`config.mk`:
```
export PLATFORM = sky130hd
export DESIGN_NAME = riscv_fetch_queue
export DESIGN_NICKNAME = d
export VERILOG_FILES = /design/src/rtl/riscv_fetch_queue_pkg.sv /design/src/rtl/riscv_fetch_entry_ram.sv /design/src/rtl/riscv_fetch_queue.sv
export SDC_FILE = /design/constraint.sdc
export NUM_CORES = 1
export LEC_CHECK = 0
export CAP_MARGIN = 0
export CORE_ASPECT_RATIO = 0.7
export CORE_MARGIN = 8
export CORE_UTILIZATION = 35
export CTS_CLUSTER_DIAMETER = 30
export DETAILED_ROUTE_END_ITERATION = 10
export GPL_ROUTABILITY_DRIVEN = 0
export PLACE_DENSITY_LB_ADDON = 0.08
export SYNTH_ARGS = -nofsm -noshare
export SYNTH_HDL_FRONTEND = slang
export SYNTH_HIERARCHICAL = 1
export SYNTH_SLANG_ARGS = --single-unit
```
`constraint.sdc`:
```
create_clock -name i_clk -period 6.96 [get_ports i_clk]
set_input_delay 1.392 -clock i_clk [delete_from_list [all_inputs] [get_ports i_clk]]
set_output_delay 1.392 -clock i_clk [all_outputs]
set_load 0.005 [all_outputs]
```
`src/rtl/riscv_fetch_queue_pkg.sv`:
```
// Shared core configuration for the fetch front end: data width, reset vector
// and the default prefetch queue depth.
package riscv_fetch_queue_pkg;

    localparam int unsigned CFG_XLEN              = 32;
    localparam logic [31:0] CFG_RESET_VECTOR      = 32'h0000_0000;
    localparam int unsigned CFG_FETCH_QUEUE_DEPTH = 4;

    // Pointer width carries one extra wrap bit so full and empty are distinguishable.
    function automatic int unsigned ptr_width(input int unsigned depth);
        return $clog2(depth) + 1;
    endfunction

endpackage

```
`src/rtl/riscv_fetch_entry_ram.sv`:
```
// Prefetch queue storage: PC written at request time and instruction written at
// response time, each through its own port; asynchronous read of the head entry.
module riscv_fetch_entry_ram #(
    parameter int unsigned XLEN  = 32,
    parameter int unsigned DEPTH = 4
) (
    input  logic                     i_clk,
    input  logic                     i_pc_we,
    input  logic [$clog2(DEPTH)-1:0] i_pc_waddr,
    input  logic [XLEN-1:0]          i_pc_wdata,
    input  logic                     i_instr_we,
    input  logic [$clog2(DEPTH)-1:0] i_instr_waddr,
    input  logic [XLEN-1:0]          i_instr_wdata,
    input  logic [$clog2(DEPTH)-1:0] i_raddr,
    output logic [XLEN-1:0]          o_rd_pc,
    output logic [XLEN-1:0]          o_rd_instr
);

    logic [XLEN-1:0] pc_mem    [DEPTH];
    logic [XLEN-1:0] instr_mem [DEPTH];

    always_ff @(posedge i_clk) begin
        if (i_pc_we) begin
            pc_mem[i_pc_waddr] <= i_pc_wdata;
        end
        if (i_instr_we) begin
            instr_mem[i_instr_waddr] <= i_instr_wdata;
        end
    end

    assign o_rd_pc    = pc_mem[i_raddr];
    assign o_rd_instr = instr_mem[i_raddr];

endmodule

```
`src/rtl/riscv_fetch_queue.sv`:
```
// Instruction fetch front end: DEPTH-entry prefetch queue with in-order memory
// requests, decode stall handshake and redirect flush of wrong-path fetches.
module riscv_fetch_queue
    import riscv_fetch_queue_pkg::*;
#(
    parameter int unsigned     XLEN     = CFG_XLEN,
    parameter int unsigned     DEPTH    = CFG_FETCH_QUEUE_DEPTH,
    parameter logic [XLEN-1:0] RESET_PC = XLEN'(CFG_RESET_VECTOR)
) (
    input  logic                   i_clk,
    input  logic                   i_rst,
    output logic                   o_imem_req_valid,
    input  logic                   i_imem_req_ready,
    output logic [XLEN-1:0]        o_imem_req_addr,
    input  logic                   i_imem_rsp_valid,
    input  logic [XLEN-1:0]        i_imem_rsp_instr,
    input  logic                   i_redirect_valid,
    input  logic [XLEN-1:0]        i_redirect_pc,
    output logic                   o_id_valid,
    input  logic                   i_id_ready,
    output logic [XLEN-1:0]        o_id_instr,
    output logic [XLEN-1:0]        o_id_pc,
    output logic [XLEN-1:0]        o_id_pc_plus_4,
    output logic [$clog2(DEPTH):0] o_count
);

    localparam int unsigned AW = $clog2(DEPTH);
    localparam int unsigned PW = ptr_width(DEPTH);
    typedef logic [PW-1:0] ptr_t;

    logic [XLEN-1:0] fetch_pc_q, fetch_pc_d;
    ptr_t            alloc_q, alloc_d;
    ptr_t            fill_q, fill_d;
    ptr_t            rd_q, rd_d;
    ptr_t            drop_q, drop_d;

    ptr_t            in_flight, occupied, filled;
    logic [PW:0]     credit_used;
    logic            req_valid, req_fire;
    logic            rsp_err, rsp_fire, rsp_keep;
    logic            id_valid, deq_fire;
    logic [XLEN-1:0] rd_pc, rd_instr;

    assign in_flight   = alloc_q - fill_q;
    assign occupied    = alloc_q - rd_q;
    assign filled      = fill_q - rd_q;
    // Responses still to be discarded hold queue credit until they return.
    assign credit_used = {1'b0, occupied} + {1'b0, drop_q};

    assign req_valid = !i_rst && !i_redirect_valid && (credit_used < (PW+1)'(DEPTH));
    assign req_fire  = req_valid && i_imem_req_ready;
    assign rsp_err   = i_imem_rsp_valid && (drop_q == '0) && (in_flight == '0);
    assign rsp_fire  = i_imem_rsp_valid && !rsp_err;
    assign rsp_keep  = rsp_fire && (drop_q == '0);
    assign id_valid  = !i_rst && !i_redirect_valid && (filled != '0);
    assign deq_fire  = id_valid && i_id_ready;

    always_comb begin
        fetch_pc_d = fetch_pc_q;
        alloc_d    = alloc_q;
        fill_d     = fill_q;
        rd_d       = rd_q;
        drop_d     = drop_q;
        if (i_redirect_valid) begin
            // Everything requested but not yet returned becomes wrong-path, including
            // a response landing this very cycle.
            fetch_pc_d = i_redirect_pc;
            alloc_d    = fill_q;
            rd_d       = fill_q;
            drop_d     = drop_q + in_flight - ptr_t'(rsp_fire);
        end else begin
            if (req_fire) begin
                alloc_d    = alloc_q + ptr_t'(1);
                fetch_pc_d = fetch_pc_q + XLEN'(4);
            end
            if (rsp_keep) begin
                fill_d = fill_q + ptr_t'(1);
            end else if (rsp_fire) begin
                drop_d = drop_q - ptr_t'(1);
            end
            if (deq_fire) begin
                rd_d = rd_q + ptr_t'(1);
            end
        end
    end

    always_ff @(posedge i_clk) begin
        if (i_rst) begin
            fetch_pc_q <= RESET_PC;
            alloc_q    <= '0;
            fill_q     <= '0;
            rd_q       <= '0;
            drop_q     <= '0;
        end else begin
            fetch_pc_q <= fetch_pc_d;
            alloc_q    <= alloc_d;
            fill_q     <= fill_d;
            rd_q       <= rd_d;
            drop_q     <= drop_d;
        end
    end

    riscv_fetch_entry_ram #(
        .XLEN  (XLEN),
        .DEPTH (DEPTH)
    ) u_entry_ram (
        .i_clk         (i_clk),
        .i_pc_we       (req_fire),
        .i_pc_waddr    (alloc_q[AW-1:0]),
        .i_pc_wdata    (fetch_pc_q),
        .i_instr_we    (rsp_keep && !i_redirect_valid),
        .i_instr_waddr (fill_q[AW-1:0]),
        .i_instr_wdata (i_imem_rsp_instr),
        .i_raddr       (rd_q[AW-1:0]),
        .o_rd_pc       (rd_pc),
        .o_rd_instr    (rd_instr)
    );

    assign o_imem_req_valid = req_valid;
    assign o_imem_req_addr  = i_rst ? RESET_PC : fetch_pc_q;
    assign o_id_valid       = id_valid;
    assign o_id_instr       = id_valid ? rd_instr : '0;
    assign o_id_pc          = id_valid ? rd_pc : '0;
    assign o_id_pc_plus_4   = id_valid ? rd_pc + XLEN'(4) : '0;
    assign o_count          = i_rst ? '0 : filled;

    always_ff @(posedge i_clk) begin
        if (!i_rst) begin
            assert (!rsp_err);
        end
    end

endmodule

```
[Yosys cells after proc, flatten, opt, wreduce, memory -nomap -nowiden]
Memory sizes are Yosys's and may differ from the RTL's. A register that Yosys moved wholly into a read port is not among the register bits.
Index checks and enable logic that the tools add are counted.
Cells by class
  add/subtract/negate cells: 12
  multiply operators: 0
  div/mod/pow operators: 0
  order comparisons: 1
  equal/unequal tests: 1
  shift operators: 0
  multiplexer cells: 22
  bitwise operators: 1
  reduce and logical (&&, ||, !) cells: 21
Operators with widths (count)
  $mux 32: 6
  $add 32x3->32 const B: 2
  $mux 3: 8
  $logic_and 1x1->1: 10
  $add 3x1->3 const B: 3
  $sub 3x3->3: 3
  $mux 2: 4
  $logic_not 3->1: 2
  $reduce_bool 2->1: 3
  $add 3x3->4: 1
  $lt 4x3->1 const B: 1
  $mux 1: 4
  $reduce_and 2->1: 2
  $add 3x3->3: 1
  $logic_not 1->1: 3
  $reduce_bool 3->1: 1
  $sub 3x1->3: 1
  $sub 3x1->3 const B: 1
  $ne 2x2->1 const B: 1
  $not 1->1: 1
Word-level totals
  register bits: 44
  bits in latches: 0
  bits in writable memories: 256
  bits in read-only memories: 0
  input bits: 70
  output and inout bits: 133
  word-level logic and storage cells: 65
  memories: 2
Memories
  u_entry_ram.instr_mem: words 4, width 32, read ports 1, clocked after Yosys merged registers in 1, write ports 1, RTL line riscv_fetch_entry_ram.sv:20  | logic [XLEN-1:0] instr_mem [DEPTH];
  u_entry_ram.pc_mem: words 4, width 32, read ports 1, clocked after Yosys merged registers in 1, write ports 1, RTL line riscv_fetch_entry_ram.sv:19  | logic [XLEN-1:0] pc_mem [DEPTH];

[Longest topological paths before layout]
Gate-level depths: netlist (run 1).
  depth after elaboration: 9
  depth in mapped cells: 14
  gate-level depth less buffers: 14

[By module]
The synthesis (run 1) kept the hierarchy.
Modules (own cells, without submodules)
  riscv_fetch_entry_ram: instances 1, cells an instance 342, area each 9372.7 um2, sequential area each 7687.4 um2
  riscv_fetch_queue: instances 1, cells an instance 564, area each 4149.0 um2, sequential area each 880.8 um2

[Worst setup path after synthesis (run 1)]
No wires, ideal clock.
  path type: input to register
  start: input port i_rst
  end: memory u_entry_ram.pc_mem[0][0], enable pin
  arrival time: 4.706 ns
  slack: 1.786 ns
  cell stages on the path: 6
  cells stage by stage: clkbuf_1 nor3_1 nand4_1 clkinv_1 buf_2 nor3b_1
On the way
  cells in the longest elaborated chain, start to end: 6
Ends and longest elaborated chain
  from (decl): RTL line riscv_fetch_queue.sv:11  | input logic i_rst,
  $logic_not 1->1
  $logic_and 1x1->1 (2 in a row): RTL line riscv_fetch_queue.sv:50  | assign req_valid = !i_rst && !i_redirect_valid && (credit_used < (PW+1)'(DEPTH));
  $logic_and 1x1->1: RTL line riscv_fetch_queue.sv:51  | assign req_fire = req_valid && i_imem_req_ready;
  named net req_fire: RTL line riscv_fetch_queue.sv:39  | logic req_valid, req_fire;
  $mux 1: RTL line riscv_fetch_entry_ram.sv:23  | if (i_pc_we) begin
  $mux 1 (implied by the code): RTL line riscv_fetch_entry_ram.sv:24  | pc_mem[i_pc_waddr] <= i_pc_wdata;
  to (decl): RTL line riscv_fetch_entry_ram.sv:19
The timed path passes the listed nets, and every way through them passes these cells.

[Worst setup path after layout (run 1)]
  start: register rd_q[1]
  end: output port o_id_pc_plus_4[31]
On the way
  cells in the longest elaborated chain, start to end: 4
Ends and longest elaborated chain
  from (decl): RTL line riscv_fetch_queue.sv:34  | ptr_t rd_q, rd_d;
  from (signal assigned): RTL line riscv_fetch_queue.sv:98  | rd_q <= rd_d;
  $sub 3x3->3: RTL line riscv_fetch_queue.sv:46  | assign filled = fill_q - rd_q;
  $reduce_bool 3->1: RTL line riscv_fetch_queue.sv:55  | assign id_valid = !i_rst && !i_redirect_valid && (filled != '0);
  $logic_and 1x1->1: RTL line riscv_fetch_queue.sv:55
  $mux 32: RTL line riscv_fetch_queue.sv:124  | assign o_id_pc_plus_4 = id_valid ? rd_pc + XLEN'(4) : '0;
  to (decl): RTL line riscv_fetch_queue.sv:23  | output logic [XLEN-1:0] o_id_pc_plus_4,
Every way passes these cells.

==> impl_metrics.csv, run 1 <==
group,metric,value,unit
synth,synthAdderAreaFrac,0.01888,
pwr,p_sw,1.341,mW
grt,antenna_found_initial,2,
synth,synth_area_leader_cell,"edfxtp_1",
routing,post_drt_wl_per_cell,21.69,um
pwr,power_frac_comb,0.125,
sta,skew,0.02095,ns
layout,drive_above_1_share,0.1705,
critical_path,path_max_fanout,28,
layout,syn_to_final_growth,31.48,%
sta,worstMarginPinSlew,0.9250,ns
cts,clock_path_buffers,3,
floorplan,rows,60,
cts,cts.sinks,300,
place,dp_hpwl,24380,um
synth,async_flop_share,0,
sta,rsz0062_at_grt,"false",
sta,period_needed,5.672,ns
pwr,pwr-share-seq,0.399,
place,placed_cells,1576,
grt,grt_pass1_wl,55490,um
routing,dr_total_vias,8494,
cts,cts_resized,0,
place,io_buffers,202,
synth,synthSimpleGateAreaFrac,0.1326,
floorplan,die_area,0.04528,sq mm
sta,setup_viol,0,
critical_path,worstPathArrival,4.28,ns
critical_path,cpPeakStageDelay,0.60,ns
critical_path,path_class,"reg -> out",
cts,root_buffer,"clkbuf_16",
synth,syn-num-nets,994,
sta,fin_tns_setup,0,ns
synth,synthTopCellsByArea,"edfxtp_1 (57%), mux4_2 (10%), dfxtp_1 (6.5%), and2_1 (3.1%), nor2_1 (1.9%)",
grt,grt_overflow,0,
routing,routed_wl,36380,um
synth,synth_top_family_by_area,"simple AND/OR/NAND/NOR gates",
synth,netlist_area,0.01352,sq mm
critical_path,cp_num_buf_inv,2,
run_status,outcome,"complete, no violations",
job,maxCapViolations,0,
cts,tritoncts,"yes",
synth,yosysUniqueCellTypes,62,
cts,postCtsSetupBuffers,0,
critical_path,critical_path_required,5.57,ns
critical_path,cp_cell_sequence,"buf_4 > mux4_2 > nand4_1 > nor4_4 > nand4_1 > nor3_1 > mux2_2 > clkdlybuf4s50_1",
grt,grt_pass1_vias,8831,
synth,synth_seq_cells,300,
sta,relSlewSlack,0.3833,
layout,utilization,0.4643,
pwr,leakage,5.938,nW
pwr,clkPwrFrac,0.477,
critical_path,slowest_stage,"nor4_4",
routing,drt_iter0_markers,498,
synth,synth_common_cells,"edfxtp_1 (256), nor2_1 (69), and2_1 (67)",
cts,postCtsHoldBufs,0,
pwr,ir_drop,0.1976,mV
sta,timing.fmax,176.3,MHz
floorplan,pin_count,203,
cts,cts_buffers,53,
synth,synth_warnings,6,
floorplan,core_region_area,0.03829,sq mm
cts,clk_transition_reported_paths,0.05,ns
routing,drc,0,
synth,synth-edff-count,256,
sta,hold_violations,0,
grt,grt_max_degree,64,
layout,final_nets,1223,
routing,viasPerCell,5.065,
floorplan,start_util,0.3532,
critical_path,critPathMostFrequentCell,"nand4_1",
pwr,p_int,3.851,mW
cts,clk_latency,0.56,ns
synth,seq_area_frac_synth,0.6337,
floorplan,dieHeight,180.5,um
synth,syn_area_per_cell,14.92,sq um
min_path,hp-class,"reg -> reg",
routing,antenna_left,0,
synth,synth_most_common_cell,"edfxtp_1",
floorplan,die_x,250.9,um
pwr,p_sw_frac,0.2584,
synth,synthCells,906,
sta,timing.final.crit_share,0.8150,
synth,synth-xor-area-share,0.02600,
cts,cts-htree-levels,2,
routing,drt_pass1_iterations,5,
pwr,powerDensity,292.1,mW/mm^2
synth,synthFlopType,"edfxtp_1",
grt,grtUsageTotal,0.1581,
critical_path,endpoint_kind,"output port",
synth,synth_top_area_share,0.5685,
critical_path,crit_family,"simple AND/OR/NAND/NOR gates",
critical_path,cp-start-kind,"flip-flop",
synth,synth-compound-area-share,0.04118,
layout,fillers,3432,
synth,synth.area.mux_share,0.1181,
sta,drv_slew,0,
layout,stdcell_count,1677,
layout by cell type, fill, tap and decap left out, drive strengths merged, types with 3 or more instances in the layout:
cell type,n
edfxtp,256
clkdlybuf4s50,200
nor2,69
and2,67
mux4,64
clkbuf,54
dfxtp,44
nand2,41
inv,37
nor2b,31
nand3,30
nand4,24
a21oi,22
buf,22
clkinv,20
xnor2,19
xor2,16
ha,14
o21ai,12
a31oi,11
and3,10
nor3,10
a211oi,10
nor4,10
mux2,8
clkinvlp,8
and4,7
or3,6
mux2i,5
o211ai,5
a21o,5
o311ai,4
fa,4
and3b,4
nor3b,4
nand2b,3
or4,3
a311oi,3
metrics by stage:
step	area (sq um)	power (mW)	hold slack [ns]	setup slack [ns]
after CTS	17770	5.270	0.5251	1.152
final	17780	5.192	0.5308	1.288
after detailed placement	16030	2.767	0.5253	1.575
after global placement	16030	2.764	0.5265	1.596
after floorplan	13520	2.481	0.4548	1.786
after global routing	17780	5.416	0.5491	0.9489
per-layer routing:
metal,vias up,global-route usage,share of wire
met5,-,0,0
met1,4277,0.2212,0.46
met3,52,0.03516,0.060
li1,3966,-,-
met2,199,0.2459,0.46
met4,0,0.04229,0.017
logic make-up after synthesis:
family / Yosys count
flip-flops: 300
adder cells (fa/ha/maj): 18
multiplexers: 77
AND/OR/NAND/NOR: 321
AO/OA/AOI/OAI: 83
XOR/XNOR: 37
buffers and inverters: 70
final timing paths:
kind                                             endpoint           from  slack (ns)  depth (start not counted)
worst min-delay path             u_entry_ram/pc_mem[0][0]  fetch_pc_q[0]        0.53                          0
worst min register to register   u_entry_ram/pc_mem[0][0]  fetch_pc_q[0]        0.53                          0
worst max register to register  u_entry_ram/pc_mem[1][21]        rd_q[0]        2.90                         12
worst max-delay path                   o_id_pc_plus_4[31]        rd_q[1]        1.29                          8
power groups by stage:
stage	clock network, mW	registers (mW)	logic [mW]
6_report	2.48	2.07	0.647
5_1_grt	2.62	2.08	0.715
4_1_cts	2.54	2.07	0.664
3_5_place_dp	0	2.11	0.660
3_3_place_gp	0	2.11	0.658
2_1_floorplan	0	2.08	0.400
sequential cells by signal, summed over array words and instances (netlist names):
| register | count |
|---|---|
| rd_q | 3 |
| alloc_q | 3 |
| fetch_pc_q | 32 |
| u_entry_ram/pc_mem | 128 |
| drop_q | 3 |
| fill_q | 3 |
| u_entry_ram/instr_mem | 128 |
worst reg2reg max path: cells and delay by family (launching register included):
family	cells	cell delay [ns]
fa+ha+maj	3	0.87
xor+xnor	2	0.32
flops	1	0.47
simple gates	3	1.01
buf+inv	4	1.07
final cells by class:
| cell class | instances | area [sq um] | area share |
|---|---|---|---|
| Tap cell | 496 | 620.6 | 0.03491 |
| Timing Repair Buffer | 222 | 2190 | 0.1232 |
| Multi-Input combinational cell | 536 | 4563 | 0.2567 |
| Antenna cell | 2 | 5.005 | 0.0002815 |
| Sequential cell | 300 | 8573 | 0.4822 |
| Inverter | 22 | 82.58 | 0.004645 |
| Clock inverter | 45 | 414.1 | 0.02330 |
| Clock buffer | 54 | 1330 | 0.07481 |
Power figures use the tool's default switching activity.
==> inputs of run 2 (changes only) <==
clock period = 4.6 ns   (was 6.96 ns; I/O delays follow)
==> impl_metrics.csv, run 2 (synthesized netlist as in run 1, its figures left out) <==
group,metric,value,unit
layout,reg.largest.list,"u_entry_ram/instr_mem: 128 flops, u_entry_ram/pc_mem: 128 flops, fetch_pc_q: 32 flops",
critical_path,cp-start-kind,"flip-flop",
place,dp_hpwl,26100,um
critical_path,endpoint_kind,"output port",
grt,antenna_found_initial,1,
pwr,power_frac_comb,0.129,
sta,timing.fmax,222.8,MHz
routing,drt_pass1_iterations,5,
cts,cts.sinks,300,
sta,drv_slew,0,
layout,syn_to_final_growth,34.30,%
grt,grt_pass1_vias,8943,
routing,antenna_left,0,
sta,timing.final.crit_share,0.9757,
layout,final_common_cell,"edfxtp_1",
layout,drive_above_1_share,0.1916,
critical_path,critical_path_required,3.68,ns
routing,drc,0,
floorplan,start_util,0.3532,
grt,grtUsageTotal,0.1653,
floorplan,rows,60,
layout,mostFrequentLayoutCells,"edfxtp_1 (256), clkdlybuf4s50_1 (199), nor2_1 (69)",
job,maxCapViolations,0,
routing,dr_total_vias,8730,
critical_path,cp_num_buf_inv,2,
floorplan,die_x,250.9,um
critical_path,cpPeakStageDelay,0.52,ns
pwr,clkPwrFrac,0.486,
sta,setup_viol,0,
routing,post_drt_wl_per_cell,22.31,um
pwr,powerDensity,446.9,mW/mm^2
layout,final_nets,1252,
cts,cts-htree-levels,2,
floorplan,dieHeight,180.5,um
routing,drt_iter0_markers,623,
pwr,p_sw_frac,0.2505,
floorplan,core_region_area,0.03829,sq mm
critical_path,worstPathArrival,3.57,ns
grt,grt_max_degree,82,
sta,skew,0.01017,ns
pwr,ir_drop,0.2880,mV
critical_path,crit_family,"simple AND/OR/NAND/NOR gates",
floorplan,pin_count,203,
floorplan,die_area,0.04528,sq mm
sta,period_needed,4.488,ns
min_path,min_from,"fill_q[0]",
sta,hold_violations,0,
run_status,outcome,"complete, no violations",
critical_path,path_class,"reg -> out",
layout,utilization,0.4743,
pwr,p_sw,2.033,mW
sta,final.setup.worst_slack,0.1117,ns
critical_path,slowest_stage,"mux4_2",
sta,relSlewSlack,0.2555,
cts,cts_buffers,55,
pwr,p_int,6.083,mW
sta,worstMarginPinSlew,1.113,ns
routing,routed_wl,38100,um
cts,clk_transition_reported_paths,0.05,ns
critical_path,timing.rr.start,"rd_q[0]",
grt,grt_pass1_wl,57850,um
critical_path,cp_cell_sequence,"buf_4 > mux4_2 > nand3_1 > nor4_4 > nand4_1 > nor3_2 > mux2_2 > clkdlybuf4s50_1",
critical_path,path_max_fanout,7,
place,io_buffers,202,
critical_path,r2r_setup_slack,0.71,ns
cts,clk_latency,0.57,ns
pwr,leakage,6.160,nW
min_path,hp-class,"reg -> reg",
critical_path,worstSetupStartpoint,"rd_q[0]",
cts,root_buffer,"clkbuf_16",
grt,grt_overflow,0,
place,post-place-ws,0.3855,ns
pwr,pwr-share-seq,0.385,
cts,clock_path_buffers,3,
cts,tritoncts,"yes",
routing,viasPerCell,5.111,
-- run 2: cell types whose count changed in the layout (fill, tap and decap cells not counted), moves of 3 or more --
cell | previous run | this run
clkinv_4 | 7 | 4
inv_6 | 14 | 10
clkbuf_1 | 1 | 6
clkbuf_16 | 53 | 58
buf_4 | 19 | 43
-- run 2: metal layers --
layer | vias to the layer above | global-route usage | part of all wire | wire, um
met5 | - | 0 | 0 | 0
met4 | 0 | 0.04972 | 0.023 | 864
met3 | 54 | 0.03689 | 0.051 | 1962
met2 | 205 | 0.2499 | 0.45 | 17140
met1 | 4437 | 0.2349 | 0.48 | 18130
li1 | 4034 | - | - | -
-- run 2: worst paths after layout --
check / end / cells past startpoint
worst max register to register: fetch_pc_q[25] / 13
worst min-delay path: rd_q[0] / 2
worst min register to register: rd_q[0] / 2
worst max-delay path: o_id_pc_plus_4[31] / 8
-- run 2: final cells by class --
| cell class | count | area (sq um) |
|---|---|---|
| clock inverter | 39 | 374.1 |
| tap | 496 | 620.6 |
| fill | 3383 | 20130 |
| antenna | 1 | 2.502 |
| sequential | 300 | 8573 |
| clock buffer | 65 | 1476 |
| inverter | 22 | 85.08 |
| multi-input combinational | 536 | 4598 |
| timing repair buffer | 249 | 2430 |
-- run 2: power groups by stage --
stage	clock network (mW)	logic (mW)	registers (mW)
2_1_floorplan	0	0.605	3.15
3_3_place_gp	0	1.04	3.18
3_5_place_dp	0	1.04	3.18
4_1_cts	4.03	1.05	3.13
5_1_grt	4.16	1.15	3.14
6_report	3.94	1.05	3.13
-- run 2: through the flow --
step	total power [mW]	hold slack (ns)	instances	instance area, sq um	TNS (ns)
6_report	8.116	0.5241	1708	18160	0
5_1_grt	8.444	0.5448	1708	18160	-0.01824
4_1_cts	8.210	0.5300	1701	18080	0
3_5_place_dp	4.223	0.5101	1593	16180	0
3_3_place_gp	4.223	0.5064	1593	16180	0
2_1_floorplan	3.752	0.4548	906	13530	0
-- run 2: repair_timing --
item	4_1_cts	5_1_grt
hold endpoints to repair	0	0
cloned	0	1
endpoints found under the setup margin	14	35
pin swaps	3	6
hold buffers	0	0
buffers inserted	4	5
resized for setup	4	3
-- run 2: worst min-delay path, stage by stage (launching register included) --
cell and delay (ns):
dfxtp_1 0.30, inv_1 0.10, a211oi_1 0.08
==> inputs of run 3 (changes only) <==
CORE_MARGIN = unset   (was 8)
==> impl_metrics.csv, run 3 (synthesized netlist as in run 1, its figures left out) <==
group,metric,value,unit
critical_path,crit_family,"simple AND/OR/NAND/NOR gates",
grt,gr-usage-met3,0.03431,
critical_path,rr_worst_depth,14,
critical_path,worstSetupStartpoint,"rd_q[0]",
layout,drive_above_1_share,0.1924,
critical_path,slowest_stage,"clkdlybuf4s50_1",
grt,gr-max-usage-layer,"met1",
critical_path,critPathMostFrequentCell,"nand4_1",
sta,setup_viol,0,
layout,reg.largest.list,"u_entry_ram/instr_mem: 128 flops, u_entry_ram/pc_mem: 128 flops, fetch_pc_q: 32 flops",
cts,cts_buffers,55,
critical_path,cp_cell_sequence,"buf_4 > mux4_2 > nand4_1 > nor4_4 > nand4_1 > nor2_1 > mux2_2 > clkdlybuf4s50_1",
min_path,hp-class,"reg -> reg",
job,maxCapViolations,0,
critical_path,cp-start-kind,"flip-flop",
routing,drt_pass1_iterations,4,
routing,post_drt_wl_per_cell,21.43,um
routing,drt_iter0_markers,528,
sta,worstMarginPinSlew,0.8234,ns
sta,timing.fmax,218.5,MHz
pwr,leakage,6.169,nW
floorplan,die_x,236.9,um
pwr,ir_drop,0.3350,mV
run_status,outcome,"complete, no violations",
layout,multi_input_area,0.004608,sq mm
grt,grt_pass1_wl,54960,um
place,placed_cells,1580,
critical_path,path_max_fanout,12,
floorplan,dieHeight,166.5,um
floorplan,core_region_area,0.03757,sq mm
place,dp_hpwl,24330,um
critical_path,r2r_setup_slack,0.84,ns
layout,fillers,3271,
layout,final_nets,1254,
sta,drv_slew,0,
sta,timing.final.crit_share,0.9950,
routing,drc,0,
cts,clk_transition_reported_paths,0.04,ns
sta,fin_tns_setup,0,ns
layout,syn_to_final_growth,34.32,%
critical_path,timing.rr.end,"fetch_pc_q[25]",
grt,gr-usage-met1,0.2782,
floorplan,pin_count,203,
cts,postCtsHoldBufs,0,
routing,dr_total_vias,8687,
cts,cts-htree-levels,2,
grt,use_met2,0.2724,
critical_path,cp_num_buf_inv,2,
grt,grtUsageTotal,0.1850,
pwr,powerDensity,445.3,mW/mm^2
place,io_buffers,202,
floorplan,die_area,0.03944,sq mm
grt,antenna_found_initial,0,
sta,rsz0062_at_grt,"true",
cts,tritoncts,"yes",
layout,mostFrequentLayoutCells,"edfxtp_1 (256), clkdlybuf4s50_1 (200), nor2_1 (68)",
critical_path,cpPeakStageDelay,0.52,ns
sta,relSlewSlack,0.4460,
routing,antenna_left,0,
critical_path,endpoint_kind,"output port",
routing,routed_wl,36430,um
cts,cts.sinks,300,
cts,clock_path_buffers,3,
layout,stdcell_count,1700,
critical_path,timing.rr.start,"rd_q[0]",
layout,final_common_cell,"edfxtp_1",
critical_path,path_class,"reg -> out",
cts,root_buffer,"clkbuf_16",
critical_path,crit_path_end,"o_id_pc_plus_4[30]",
cts,clk_latency,0.56,ns
critical_path,worstPathArrival,3.66,ns
critical_path,critical_path_required,3.68,ns
sta,skew,0.02008,ns
grt,grt_overflow,0,
sta,hold_violations,0,
grt,grt_max_degree,82,
layout,regArea,0.008576,sq mm
grt,grt_pass1_vias,8694,
sta,period_needed,4.577,ns
critical_path,path_depth,8,
floorplan,rows,59,
routing,viasPerCell,5.110,
floorplan,start_util,0.3599,
run 3: area by class of cell:
type	count	area share
Timing Repair Buffer	250	0.1348
Inverter	22	0.004960
Multi-Input combinational cell	536	0.2537
Antenna cell	1	0.0001378
Clock inverter	37	0.01853
Timing Repair inverter	1	0.0002067
Sequential cell	300	0.4722
Tap cell	488	0.03362
Clock buffer	65	0.08184
run 3: through the flow:
step	power [mW]	utilization	hold slack (ns)	worst slack, ns	cell area (sq um)
after floorplan	3.752	-	0.4548	0.7503	13530
after global placement	4.214	0.4296	0.4797	0.3726	16140
after detailed placement	4.217	0.4296	0.4699	0.2979	16140
after CTS	8.168	0.4800	0.4809	0.002858	18030
after global routing	8.391	0.4833	0.5178	-0.05784	18160
final	8.088	0.4834	0.4793	0.02303	18160
run 3: worst min path at each step:
stage,startpoint,endpoint,slack [ns],cells after the start
global placement,fill_q[0],rd_q[0],0.48,2
detailed placement,fill_q[0],rd_q[0],0.47,2
finish,fill_q[0],rd_q[0],0.48,2
global route,fill_q[0],rd_q[0],0.52,2
CTS,fill_q[0],rd_q[0],0.48,2
floorplan,fetch_pc_q[12],u_entry_ram/pc_mem[0][12],0.45,0
run 3: per-layer routing:
layer  up-vias  wire [um]
met1      4383      18060
li1       4028          -
met3        53       1655
met5         -          0
met2       223      16080
met4         0        637
run 3: worst register-to-register path: stages, from the launching register on:
cell	delay, ns
dfxtp_4	0.49
buf_4	0.20
ha_1	0.14
inv_1	0.04
fa_1	0.37
xor2_1	0.16
xnor2_1	0.14
ha_1	0.28
nor2_1	0.05
nand4_1	0.11
clkinv_1	0.36
buf_4	0.34
nor2_1	0.62
o21ai_0	0.21
a31oi_1	0.18
run 3: what timing repair did:
action | in CTS | in global routing
resized for setup | 8 | 9
gates cloned | 1 | 0
pin swaps | 3 | 2
endpoints found under the setup margin | 71 | 48
setup buffers | 5 | 11
run 3: power by group:
| part | internal [mW] | leakage [nW] | switching, mW |
|---|---|---|---|
| logic | 0.538 | 2.58 | 0.516 |
| clock network | 2.53 | 0.892 | 1.37 |
| registers | 3.05 | 2.69 | 0.0852 |
